**src/rtl/seg7_display_scheduler.sv**
```systemverilog
// Time-shares one 7-segment digit between the measured fan level and the setpoint,
// with a blinking edit view that preempts the alternation whenever the setpoint moves.
module seg7_display_scheduler #(
    parameter int unsigned TICK_DIV    = 1000,
    parameter int unsigned DWELL_TICKS = 8,
    parameter int unsigned BLINK_HALF  = 2,
    parameter int unsigned EDIT_TICKS  = 16
) (
    input  logic       clk,
    input  logic       reset,
    input  logic       enable,
    input  logic [3:0] level_act,
    input  logic [3:0] level_set,
    output logic [3:0] digit,
    output logic       blank,
    output logic       dp,
    output logic [1:0] state
);

    localparam int unsigned PW = ($clog2(TICK_DIV) > 0) ? $clog2(TICK_DIV) : 1;
    localparam int unsigned DW = ($clog2(DWELL_TICKS) > 0) ? $clog2(DWELL_TICKS) : 1;
    localparam int unsigned BW = ($clog2(BLINK_HALF) > 0) ? $clog2(BLINK_HALF) : 1;
    localparam int unsigned EW = ($clog2(EDIT_TICKS) > 0) ? $clog2(EDIT_TICKS) : 1;

    localparam logic [1:0] S_IDLE = 2'd0;
    localparam logic [1:0] S_ACT  = 2'd1;
    localparam logic [1:0] S_SET  = 2'd2;
    localparam logic [1:0] S_EDIT = 2'd3;

    localparam logic [PW-1:0] PRESC_LAST = PW'(TICK_DIV - 1);
    localparam logic [DW-1:0] DWELL_LAST = DW'(DWELL_TICKS - 1);
    localparam logic [BW-1:0] BLINK_LAST = BW'(BLINK_HALF - 1);
    localparam logic [EW-1:0] EDIT_LAST  = EW'(EDIT_TICKS - 1);

    logic [PW-1:0] presc_q, presc_d;
    logic [DW-1:0] dwell_q, dwell_d;
    logic [BW-1:0] blink_q, blink_d;
    logic [EW-1:0] edit_q, edit_d;
    logic          visible_q, visible_d;
    logic [3:0]    set_q;
    logic [1:0]    state_d;
    logic [3:0]    digit_d;
    logic          blank_d;
    logic          dp_d;
    logic          tick;
    logic          change;

    assign tick   = enable && (presc_q == PRESC_LAST);
    assign change = enable && (level_set != set_q);

    // State and counter registers
    always_ff @(posedge clk or posedge reset) begin
        if (reset) begin
            state     <= S_IDLE;
            presc_q   <= '0;
            dwell_q   <= '0;
            blink_q   <= '0;
            edit_q    <= '0;
            visible_q <= 1'b1;
            set_q     <= 4'd0;
            digit     <= 4'd0;
            blank     <= 1'b1;
            dp        <= 1'b0;
        end else begin
            state     <= state_d;
            presc_q   <= presc_d;
            dwell_q   <= dwell_d;
            blink_q   <= blink_d;
            edit_q    <= edit_d;
            visible_q <= visible_d;
            set_q     <= level_set;
            digit     <= digit_d;
            blank     <= blank_d;
            dp        <= dp_d;
        end
    end

    // Next state, counters and outputs; disable beats change beats expiry
    always_comb begin
        state_d   = state;
        dwell_d   = dwell_q;
        blink_d   = blink_q;
        edit_d    = edit_q;
        visible_d = visible_q;
        digit_d   = digit;
        blank_d   = 1'b1;
        dp_d      = 1'b0;

        if (!enable) begin
            presc_d = '0;
        end else if (tick) begin
            presc_d = '0;
        end else begin
            presc_d = presc_q + PW'(1);
        end

        if (!enable) begin
            state_d   = S_IDLE;
            dwell_d   = '0;
            blink_d   = '0;
            edit_d    = '0;
            visible_d = 1'b1;
        end else if (change && (state != S_IDLE)) begin
            state_d   = S_EDIT;
            edit_d    = '0;
            blink_d   = '0;
            visible_d = 1'b1;
        end else begin
            case (state)
                S_IDLE: begin
                    state_d = S_ACT;
                    dwell_d = '0;
                end
                S_ACT, S_SET: begin
                    if (tick) begin
                        if (dwell_q == DWELL_LAST) begin
                            state_d = (state == S_ACT) ? S_SET : S_ACT;
                            dwell_d = '0;
                        end else begin
                            dwell_d = dwell_q + DW'(1);
                        end
                    end
                end
                default: begin
                    if (tick) begin
                        if (edit_q == EDIT_LAST) begin
                            state_d   = S_ACT;
                            dwell_d   = '0;
                            edit_d    = '0;
                            blink_d   = '0;
                            visible_d = 1'b1;
                        end else begin
                            edit_d = edit_q + EW'(1);
                            if (blink_q == BLINK_LAST) begin
                                blink_d   = '0;
                                visible_d = ~visible_q;
                            end else begin
                                blink_d = blink_q + BW'(1);
                            end
                        end
                    end
                end
            endcase
        end

        // Outputs follow the state being entered so they line up with it
        case (state_d)
            S_ACT: begin
                digit_d = level_act;
                blank_d = 1'b0;
            end
            S_SET: begin
                digit_d = level_set;
                blank_d = 1'b0;
                dp_d    = 1'b1;
            end
            S_EDIT: begin
                digit_d = level_set;
                blank_d = ~visible_d;
                dp_d    = 1'b1;
            end
            default: begin
                blank_d = 1'b1;
            end
        endcase
    end

endmodule

```
**config.mk**
```make
export PLATFORM = sky130hd
export DESIGN_NAME = seg7_display_scheduler
export DESIGN_NICKNAME = d
export VERILOG_FILES = /design/src/rtl/seg7_display_scheduler.sv
export SDC_FILE = /design/constraint.sdc
export NUM_CORES = 1
export LEC_CHECK = 0
export BUFFER_PORTS_ARGS = -buffer_cell sky130_fd_sc_hd__buf_2
export CORE_MARGIN = 1.5
export CORE_UTILIZATION = 58
export CTS_BUF_LIST = sky130_fd_sc_hd__clkbuf_8
export CTS_CLUSTER_DIAMETER = 80
export CTS_CLUSTER_SIZE = 16
export DETAILED_ROUTE_END_ITERATION = 8
export PLACE_DENSITY = 0.79
export SYNTH_ARGS = -nofsm -noshare
export SYNTH_HDL_FRONTEND = slang
export SYNTH_SLANG_ARGS = --single-unit
```
**constraint.sdc**
```tcl
create_clock -name clk -period 3.05 [get_ports clk]
set_input_delay 0.61 -clock clk [delete_from_list [all_inputs] [get_ports clk]]
set_output_delay 0.61 -clock clk [all_outputs]
set_load 0.05 [all_outputs]
```
Word-level counts from Yosys, hierarchy flattened
Cells that the tools add are included.
- bits in registers: 31
- latch bits: 0
- RAM bits: 0
- bits in read-only memories: 0
- bits of input ports: 11
- output and inout bits: 8
- word-level logic and storage cells: 80
- memories: 0
- add/sub/neg operators: 4
- multiply operators: 0
- divide/modulo/power cells: 0
- order comparisons: 0
- equality and inequality tests: 15
- shift operators: 0
- multiplexer cells: 37
- bitwise logic cells: 2
- reductions and logical operators: 12
- operators with widths (operator ; number):
    $mux W10 ; 2
    $mux W4 ; 5
    $mux W3 ; 6
    $mux W2 ; 7
    $mux W1 ; 13
    $add A10 B1 Y10 const B ; 1
    $eq A10 B10 Y1 const B ; 1
    $pmux W4 S2 ; 1
    $eq A2 B2 Y1 const B ; 3
    $ne A3 B1 Y1 const B ; 2
    $pmux W3 S2 ; 1
    $reduce_or A2 Y1 ; 3
    $add A4 B1 Y4 const B ; 1
    $eq A2 B1 Y1 const B ; 2
    $eq A4 B4 Y1 const B ; 1
    $ne A4 B1 Y1 const B ; 1
    $ne A4 B4 Y1 ; 1
    $pmux W2 S2 ; 1
    $reduce_and A4 Y1 ; 1
    $reduce_bool A2 Y1 ; 2
    $add A3 B1 Y3 const B ; 1
    $eq A3 B3 Y1 const B ; 1
    $logic_and A1 B1 Y1 ; 3
    $ne A3 B2 Y1 const B ; 1
    other kinds (8) ; 9

Longest topological paths before layout
Gate-level depths: netlist of run 1.
- word-level depth: 10
- depth in mapped cells: 12
- depth with buffers taken out: 11

Least setup slack after synthesis of run 1
OpenSTA, ideal clock, no wires.
- path kind: reg-to-reg
- start point: register state[1]
- end point: register digit[0]
- library setup time: 90 ps
- data arrival time: 2671 ps
- required time: 2960 ps
- setup slack: 289 ps
- cell stages (with the launch flop): 10
- buffers on the path: 1
- clock period less this slack: 2761 ps
- cells stage by stage: dfrtp_1 > inv_1 > ha_1 > a41o_1 > a41o_1 > a31o_2 > ha_1 > buf_1 > a311o_1 > o221ai_1
- cells in the longest elaborated chain, start to end: 10
- elaborated cells between the ends (all ways): 20
- those cells by class: 5 x eq/ne; 9 x mux; 6 x reduce/logical
- ends and longest elaborated chain (item ; RTL line ; text):
    start: declaration ; 17 ; output logic [1:0] state
    start signal: assignment ; 65 ; state <= state_d;
    $eq A2 B1 Y1 ; 109, 117 ;
    $mux W2 ; 117 ; state_d = (state == S_ACT) ? S_SET : S_ACT;
    $mux W2 ; 116 ; if (dwell_q == DWELL_LAST) begin
    $mux W2 ; 115 ; if (tick) begin
    $pmux W2 S2 ; 109 ; case (state)
    $mux W2 * ; 103 ; end else if (change && (state != S_IDLE)) begin
    $mux W2 * ; 97 ; if (!enable) begin
    $eq A2 B2 Y1 ; 147 ; case (state_d)
    $reduce_or A2 Y1 (no source line) ; - ;
    $pmux W4 S2 or $reduce_bool A2 Y1 (tied branches) ; - ;
    end signal: assignment ; 72 ; digit <= digit_d;
    end: declaration ; 14 ; output logic [3:0] digit,
Mark *: on every way between the ends. The rest lies on a longest branch, timed or not.
A chain may end at the register's enable or synchronous reset.

Final worst setup path of run 1
- start point: register presc_q[0]
- end point: register digit[0]
- cells in the longest elaborated chain, start to end: 9
- elaborated cells between the ends (all ways): 13
- those cells by class: 4 x eq/ne; 6 x mux; 3 x reduce/logical
- ends and longest elaborated chain (item ; RTL line ; text):
    start: declaration ; 35 ; logic [PW-1:0] presc_q, presc_d;
    start signal: assignment ; 66 ; presc_q <= presc_d;
    $eq A10 B10 Y1 * ; 48 ; assign tick = enable && (presc_q == PRESC_LAST);
    $logic_and A1 B1 Y1 * ; 48 ;
    $mux W2, on equally long branches ; 125, 115 ;
    $pmux W2 S2 * ; 109 ;
    $mux W2 * ; 103 ;
    $mux W2 * ; 97 ;
    $eq A2 B2 Y1 ; 147 ;
    $reduce_or A2 Y1 (no source line) ; - ;
    $pmux W4 S2 or $reduce_bool A2 Y1 (tied branches) ; - ;
Marks and branches as above.

==> results.toml, run 1 <==
[power]
seqPwrFrac_pct = 37.2
ir_worst_vdd_mv = 0.896
switching_share_pct = 36.4
total_power_mw = 1.35
p_int_uw = 859
clockPowerShare_pct = 31.1
power.leakage_nw = 0.885
power_density_mw_per_mm2 = 709
pwr-share-comb_pct = 31.8
p_sw_uw = 491

[floorplanning]
io_pins = 19
die_x_um = 56.5
start_util_pct = 60.8
rows = 19
chipHeight_um = 56.5
core_mm2 = 0.00273
dieArea_mm2 = 0.00320

[logic_synthesis]
synthCells = 170
synthAdderAreaFrac_pct = 6.78
yosysUniqueCellTypes = 36
synthXorXnorAreaFrac_pct = 6.85
synth_mux_area_share_pct = 2.64
synth_compound_area_share_pct = 13.9
synth_top_area_share_pct = 43.7
synthesis.nets = 190
synth_top_family_by_area = "simple AND/OR/NAND/NOR gates"
synth-simple-area-share_pct = 18.3
ys_ff_latch = 31
yosysMostFrequentCell = "dfrtp_1"
synthesis.area_mm2 = 0.00166
yosysTopAreaCell = "dfrtp_1"
yosys_warnings = 0
synth_area_per_cell_um2 = 9.77
synthTopCellsByArea = "dfrtp_1 44%, ha_1 6.8%, xnor2_1 4.2%"
synth_commonest_cells = "29 x dfrtp_1, 16 x nor2_1, 15 x inv_1"
synth_edf_count = 0
synth_seq_area_share_pct = 46.8
dominantRegCellSynth = "dfrtp_1"
async_reset_ff_share_pct = 100

[sta]
finalMaxSlewViolations = 0
fmax_ghz = 0.351
setup-tns-final_ns = 0
finalCriticalPeriod_ns = 2.85
fin_crit_sh_pct = 93.5
setup_viol = 0
layout_setup_ws_ns = 0.200
clock_skew_ns = 0.00437
hold_viol_final = 0
worst_slew_pin_slew_ns = 0.443
rsz0062_at_grt = "no"
slew_headroom_pct = 70.3

[global_route]
gr-total-overflow = 0
grt_first_pass_wirelength_mm = 5.88
grt_pass1_vias = 1350
grt_usage_pct = 24.2
antenna_found_initial = 0
grt_max_degree = 32

[placed_design]
place_ws_ns = 0.241
hpwl_mm = 2.41
gp_congestion = 0.847
io_buffers = 18
dpl.cell_count = 216

[detailed_routing]
post_drt_wl_per_cell_um = 15.3
wl_mm = 3.43
first_pass_iters = 4
num_vias = 1339
drtAntennaViolNets = 0
drc = 0
drt_iter0_markers = 86
vias_per_cell = 5.98

[critical_path]
cp.required_ns = 3.25
reg2reg_slack_ns = 0.20
crit-reg2reg-launch = "presc_q[0]"
worstPathArrival_ns = 3.05
critical_path.startpoint = "presc_q[0]"
critPathCapture = "digit[0]"
critPathKind = "reg2reg"
worst_setup_path_end_kind = "flop"
reg2reg_depth = 9
rr_endpoint = "digit[0]"
start_kind = "flop"
cp_max_fo = 10

[cts]
root_buffer = "clkbuf_8"
hold_buffers = 0
cts-resized-gates = 0
cts_tree = "built"
htree_levels = 2
cts_buffers = 5
cts_setup_buffers = 0
clk_latency_ns = 0.29
clkTransAtPathRegs_ns = 0.07
numClockSinks = 31
ctsLongestPathBuffers = 2

[finish]
regArea_um2 = 778
n_antenna_cell = 0
layout-drive-gt1-share_pct = 19.2
syn_to_final_growth_pct = 14.6
multi_input_area_um2 = 805
num-nets-final = 212
stdcell_count = 224
fill_cells = 221

[job]
maxCapViolations = 0

[outcome]
status = "finished clean"

[min_path]
hp-class = "in2async"
==> state kept, by name (all words and copies together), names as in the netlist <==
signal,flops
visible_q,1
set_q,4
digit,4
blink_q,1
dp,1
presc_q,10
edit_q,4
state,2
dwell_q,3
blank,1
==> worst min path at each step <==
stage	startpoint	end	slack [ns]	cells past startpoint
floorplan	presc_q[0]	presc_q[0]	0.46	1
finish	reset	set_q[1]	0.38	3
detailed placement	presc_q[0]	presc_q[0]	0.49	1
CTS	reset	set_q[1]	0.40	3
global route	reset	digit[0]	0.43	3
global placement	presc_q[0]	presc_q[0]	0.47	1
==> cell families (layout without fill, tap and decap cells) <==
logic type / count (synthesis) / after routing
compound gates: 32 / 32
simple gates: 60 / 60
fa+ha+maj: 9 / 9
buf+inv: 21 / 44
flops: 31 / 31
xor+xnor: 13 / 13
mux: 4 / 4
==> layout make-up <==
cell class / instances / area share [%]
tap: 31 / 2.04
clock buffer: 6 / 4.34
sequential: 31 / 40.9
timing repair buffer: 20 / 5.52
inverter: 16 / 3.15
multi-input combinational: 118 / 42.2
clock inverter: 2 / 1.84
==> per-stage QoR <==
stage / utilization, % / area, um^2 / hold slack, ns
2_1_floorplan: - / 1660 / 0.455
3_3_place_gp: 65.4 / 1790 / 0.469
3_5_place_dp: 65.4 / 1790 / 0.486
4_1_cts: 69.7 / 1900 / 0.401
5_1_grt: 69.7 / 1900 / 0.433
6_report: 69.7 / 1900 / 0.380
==> power groups by stage <==
stage	Sequential [mW]	Combinational (mW)	Clock, mW
floorplan	0.651	0.180	0
global placement	0.506	0.412	0
detailed placement	0.510	0.426	0
CTS	0.503	0.428	0.424
global route	0.507	0.461	0.443
finish	0.502	0.429	0.419
==> routing by layer <==
layer  part of all wire (%)  global-route usage (%)  vias to the layer above  routed length [um]
met5                      0                       0                        -                   0
met4                   0.91                    11.2                        0                  31
met3                    4.4                    7.37                        4                 151
met2                     50                    39.5                       34                1730
met1                     44                    29.1                      654                1520
li1                       -                       -                      647                   -
==> layout by cell type (no fill, tap or decap), types with 5 or more instances in the layout <==
cell type	synthesis	final
dfrtp_1	29	29
a21oi_1	9	9
xor2_1	5	5
clkbuf_8	0	6
buf_2	0	18
nor3_1	7	7
xnor2_1	8	8
nor2_1	16	16
ha_1	9	9
nand3_1	13	13
o21ai_0	5	5
nand2_1	7	7
inv_1	15	15
==> worst max-delay path, cell delays in order (launching register included) <==
cell and delay (ns):
dfrtp_1 0.39, ha_1 0.24, nand4b_1 0.21, nor3_2 0.40, nand2_1 0.11, a41o_1 0.27
a31o_2 0.21, ha_1 0.30, a311o_1 0.42, o221ai_1 0.21
Power figures use the tool's default switching activity.
==> run 2, diff against run 1 <==
--- a/config.mk
+++ b/config.mk
@@ -8,7 +8,7 @@
 export BUFFER_PORTS_ARGS = -buffer_cell sky130_fd_sc_hd__buf_2
 export CORE_MARGIN = 1.5
 export CORE_UTILIZATION = 58
-export CTS_BUF_LIST = sky130_fd_sc_hd__clkbuf_8
+export CTS_BUF_LIST = sky130_fd_sc_hd__clkbuf_2
 export CTS_CLUSTER_DIAMETER = 80
 export CTS_CLUSTER_SIZE = 16
 export DETAILED_ROUTE_END_ITERATION = 8
==> run 2 against run 1 <==
Global-route usage fell by 0.34 points. Hold slack got worse by 0.10 ns. Combinational power barely moved. Final area fell by 2.8%. Sequential power barely moved. Total power fell by 11%. First-iteration DRC count fell by 23%. Non-clock buffer count did not move. Sequential cell count did not move.
==> results.toml, run 2 (synthesis gave the netlist of run 1 again) <==
[finish]
multi_input_area_um2 = 805
final_common_cell = "dfrtp_1"
n_antenna_cell = 0
layout-drive-gt1-share_pct = 18.7
regArea_um2 = 778
fill_cells = 233
num-nets-final = 212
syn_to_final_growth_pct = 11.4
top_register = "presc_q"
largest_reg_flops = 10
final_cell_mix = "29 x dfrtp_1, 18 x buf_2, 16 x nor2_1"

[power]
power_density_mw_per_mm2 = 651
power.leakage_nw = 0.864
ir_worst_vdd_mv = 0.820
total_power_mw = 1.21

[sta]
worst_slew_pin_slew_ns = 0.428
clock_skew_ns = 0.0122
finalMaxSlewViolations = 0
slew_headroom_pct = 71.3
fin_crit_sh_pct = 93.2
hold_viol_final = 0
layout_setup_ws_ns = 0.208
fmax_ghz = 0.352
rsz0062_at_grt = "no"
setup_viol = 0
finalCriticalPeriod_ns = 2.84
setup-tns-final_ns = 0

[global_route]
grt_pass1_vias = 1328
gr-total-overflow = 0
antenna_found_initial = 0
grt_first_pass_wirelength_mm = 5.83
grt_usage_pct = 23.8
grt_max_degree = 32

[cts]
cts_buffers = 5
cts-resized-gates = 0
numClockSinks = 31
cts_tree = "built"
ctsLongestPathBuffers = 2
root_buffer = "clkbuf_2"
cts_setup_buffers = 0
clk_latency_ns = 0.37
clkTransAtPathRegs_ns = 0.16
htree_levels = 2
hold_buffers = 0

[floorplanning]
dieArea_mm2 = 0.00320
die_x_um = 56.5
core_mm2 = 0.00273
start_util_pct = 60.8
chipHeight_um = 56.5
io_pins = 19
rows = 19

[critical_path]
critical_path.startpoint = "presc_q[0]"
cp_slowest_cell = "dfrtp_1"
path_depth = 9
crit_top_cell = "ha_1"
crit_chain = "ha_1 > nand4b_1 > nor3_2 > nand2_1 > a41o_1 > a31o_2 > ha_1 > a311o_1 > o221ai_1"
reg2reg_depth = 9
worst_setup_path_end_kind = "flop"
rr_endpoint = "digit[0]"
cp.required_ns = 3.34
crit-reg2reg-launch = "presc_q[0]"
crit_family = "compound AO/OA/AOI/OAI gates"
slowest_delay_ns = 0.42
critical_path_buf_inv_count = 0
reg2reg_slack_ns = 0.21
cp_max_fo = 10
critPathCapture = "digit[0]"
critPathKind = "reg2reg"
worstPathArrival_ns = 3.13
start_kind = "flop"

[detailed_routing]
first_pass_iters = 4
vias_per_cell = 6.07
num_vias = 1360
wl_mm = 3.35
drt_iter0_markers = 66
post_drt_wl_per_cell_um = 15.0
drc = 0
drtAntennaViolNets = 0

[outcome]
status = "finished clean"

[placed_design]
gp_congestion = 0.847
hpwl_mm = 2.41
place_ws_ns = 0.241
io_buffers = 18

[job]
maxCapViolations = 0

[min_path]
hp-class = "in2async"
run 2: changes by cell type in the layout (fill, tap and decap cells not counted), sizes merged:
cell and delta:
clkinv +1, clkbuf -1
run 2: power by group:
group / switching [mW] / internal (mW) / leakage, nW
combinational: 0.302 / 0.125 / 0.424
clock: 0.142 / 0.135 / 0.0404
sequential: 0.0326 / 0.469 / 0.400
total: 0.477 / 0.728 / 0.864
run 2: worst min path at each step:
| stage | cells after the start | endpoint | slack (ns) |
|---|---|---|---|
| detailed placement | 1 | presc_q[0] | 0.49 |
| CTS | 3 | set_q[1] | 0.27 |
| finish | 3 | set_q[1] | 0.28 |
| global route | 3 | dwell_q[2] | 0.29 |
| global placement | 1 | presc_q[0] | 0.47 |
| floorplan | 1 | presc_q[0] | 0.46 |
run 2: worst reg2reg max path: cells and delay by family, from the launching register on:
| kind | cells | cell delay [ns] |
|---|---|---|
| DFF | 1 | 0.42 |
| adders and majority gates | 2 | 0.54 |
| AOI/OAI and AO/OA | 4 | 1.12 |
| and+or+nand+nor | 3 | 0.70 |
run 2: layer usage:
metal | vias up | global-route usage, % | routed length [um]
li1 | 650 | - | -
met1 | 669 | 29.0 | 1440
met5 | - | 0 | 0
met3 | 8 | 6.68 | 158
met2 | 33 | 40.0 | 1710
met4 | 0 | 9.18 | 51
run 2: layout make-up:
type,count,share of cell area (%)
clock inverter,3,2.10
clock buffer,5,1.35
tap,31,2.10
inverter,16,3.25
timing repair buffer,20,5.68
sequential,31,42.1
multi-input combinational,118,43.5
run 2: stage by stage:
stage	hold WS (ns)	utilization (%)	cells	area, um^2
floorplan	0.455	-	170	1660
global placement	0.469	65.4	216	1790
detailed placement	0.486	65.4	216	1790
CTS	0.273	67.7	224	1850
global route	0.294	67.7	224	1850
finish	0.276	67.7	224	1850
==> run 3, diff against run 2 <==
--- a/config.mk
+++ b/config.mk
@@ -10,7 +10,7 @@
 export CORE_UTILIZATION = 58
 export CTS_BUF_LIST = sky130_fd_sc_hd__clkbuf_2
 export CTS_CLUSTER_DIAMETER = 80
-export CTS_CLUSTER_SIZE = 16
+export CTS_CLUSTER_SIZE = 30
 export DETAILED_ROUTE_END_ITERATION = 8
 export PLACE_DENSITY = 0.79
 export SYNTH_ARGS = -nofsm -noshare
==> constraint.sdc (replaced) <==
create_clock -name clk -period 3.5 [get_ports clk]
set_input_delay 0.7 -clock clk [delete_from_list [all_inputs] [get_ports clk]]
set_output_delay 0.7 -clock clk [all_outputs]
set_load 0.05 [all_outputs]
==> run 3 against run 2 <==
Non-clock buffer count shrank 1. Final area fell by 1.7%. Sequential cell count did not move. Hold slack gained 0.10 ns. Via count grew 0.29%. Die area unchanged. Global-route usage rose by 0.76 points. Final cell count is 0.45% lower. Critical path type unchanged. Largest cell class unchanged.
==> results.toml, run 3 (synthesis gave the netlist of run 1 again) <==
[critical_path]
slowest_delay_ns = 0.46
critical_path_buf_inv_count = 0
crit_family = "compound AO/OA/AOI/OAI gates"
cp.required_ns = 3.80
crit_chain = "ha_1 > nand4b_1 > nor3_2 > nand2_1 > a41o_1 > a31o_2 > ha_1 > a311o_1 > o221ai_1"
cp_max_fo = 10
worstPathArrival_ns = 3.20
crit-reg2reg-launch = "presc_q[0]"
critPathKind = "reg2reg"
cp_slowest_cell = "nor3_2"
critical_path.startpoint = "presc_q[0]"
start_kind = "flop"
crit_top_cell = "ha_1"
worst_setup_path_end_kind = "flop"

[cts]
ctsLongestPathBuffers = 2
root_buffer = "clkbuf_2"
cts_buffers = 5
htree_levels = 2
clk_latency_ns = 0.37
cts-resized-gates = 0
hold_buffers = 0
numClockSinks = 31
cts_setup_buffers = 0
cts_tree = "built"
clkTransAtPathRegs_ns = 0.15

[power]
ir_worst_vdd_mv = 0.657
total_power_uw = 985
power.leakage_nw = 0.852
power_density_mw_per_mm2 = 542

[global_route]
grt_pass1_vias = 1394
gr-total-overflow = 0
antenna_found_initial = 0
grt_max_degree = 32
grt_first_pass_wirelength_mm = 5.93
grt_usage_pct = 24.6

[sta]
finalMaxSlewViolations = 0
hold_viol_final = 0
layout_setup_ws_ns = 0.594
holdWs_ns = 0.380
slew_headroom_pct = 62.2
fmax_ghz = 0.344
rsz0062_at_grt = "no"
worst_slew_pin_slew_ns = 0.561
setup-tns-final_ns = 0
setup_viol = 0
fin_crit_sh_pct = 83.0
clock_skew_ns = 0.0128
finalCriticalPeriod_ns = 2.91

[detailed_routing]
num_vias = 1364
drc = 0
wl_mm = 3.45
drtAntennaViolNets = 0
vias_per_cell = 6.12
first_pass_iters = 4
drt_iter0_markers = 59
post_drt_wl_per_cell_um = 15.5

[floorplanning]
rows = 19
dieArea_mm2 = 0.00320
start_util_pct = 60.8
io_pins = 19
die_x_um = 56.5
chipHeight_um = 56.5
core_mm2 = 0.00273

[placed_design]
gp_congestion = 0.849
io_buffers = 18
dpl.cell_count = 215
hpwl_mm = 2.52
place_area_mm2 = 0.00178
place_ws_ns = 0.415

[finish]
final_common_cell = "dfrtp_1"
stdcell_count = 223
largest_reg_flops = 10
top_register = "presc_q"
post-route-util_pct = 66.5
num-nets-final = 211
design_area_mm2 = 0.00182
final_cell_mix = "29 x dfrtp_1, 18 x buf_2, 16 x nor2_1"
layout-drive-gt1-share_pct = 18.8
syn_to_final_growth_pct = 9.49
n_antenna_cell = 0

[job]
maxCapViolations = 0

[outcome]
status = "finished clean"

[min_path]
hp-class = "in2async"
==> run 3: changes by cell type in the layout (fill, tap and decap cells not counted), sizes merged <==
cell	delta
bufinv	-1
buf	-1
clkbuf	+3
clkinv	-2
==> run 3: final timing paths <==
kind	endpoint	slack, ns	cells after the start
setup / recovery	digit[0]	0.59	9
hold / removal	set_q[1]	0.38	3
setup reg to reg	digit[0]	0.59	9
hold reg to reg	presc_q[0]	0.50	1
max in group asynchronous	blank	2.78	3
min in group clk	set_q[3]	0.46	1
==> run 3: worst reg2reg max path, cell delays in order (launching register included) <==
cell,delay (ns)
dfrtp_1,0.42
ha_1,0.24
nand4b_1,0.20
nor3_2,0.46
nand2_1,0.10
a41o_1,0.27
a31o_2,0.21
ha_1,0.31
a311o_1,0.43
o221ai_1,0.19
==> run 3: layer usage <==
layer  up-vias  global-route usage [%]  wire [um]
met4         0                    12.6        102
met5         -                       0          0
met2        56                    39.5       1650
met1       646                    29.2       1450
li1        648                       -          -
met3        14                    8.29        244
==> run 3: power by group <==
group | switching (mW) | internal [mW] | leakage, nW
sequential | 0.0276 | 0.409 | 0.400
combinational | 0.267 | 0.108 | 0.419
clock | 0.116 | 0.0589 | 0.0332
==> run 3: cell type report <==
type,instances,area [um^2]
multi-input combinational,118,805
sequential,31,778
fill,213,915
inverter,16,60.1
timing repair buffer,19,97.6
tap,31,38.8
clock buffer,8,40.0
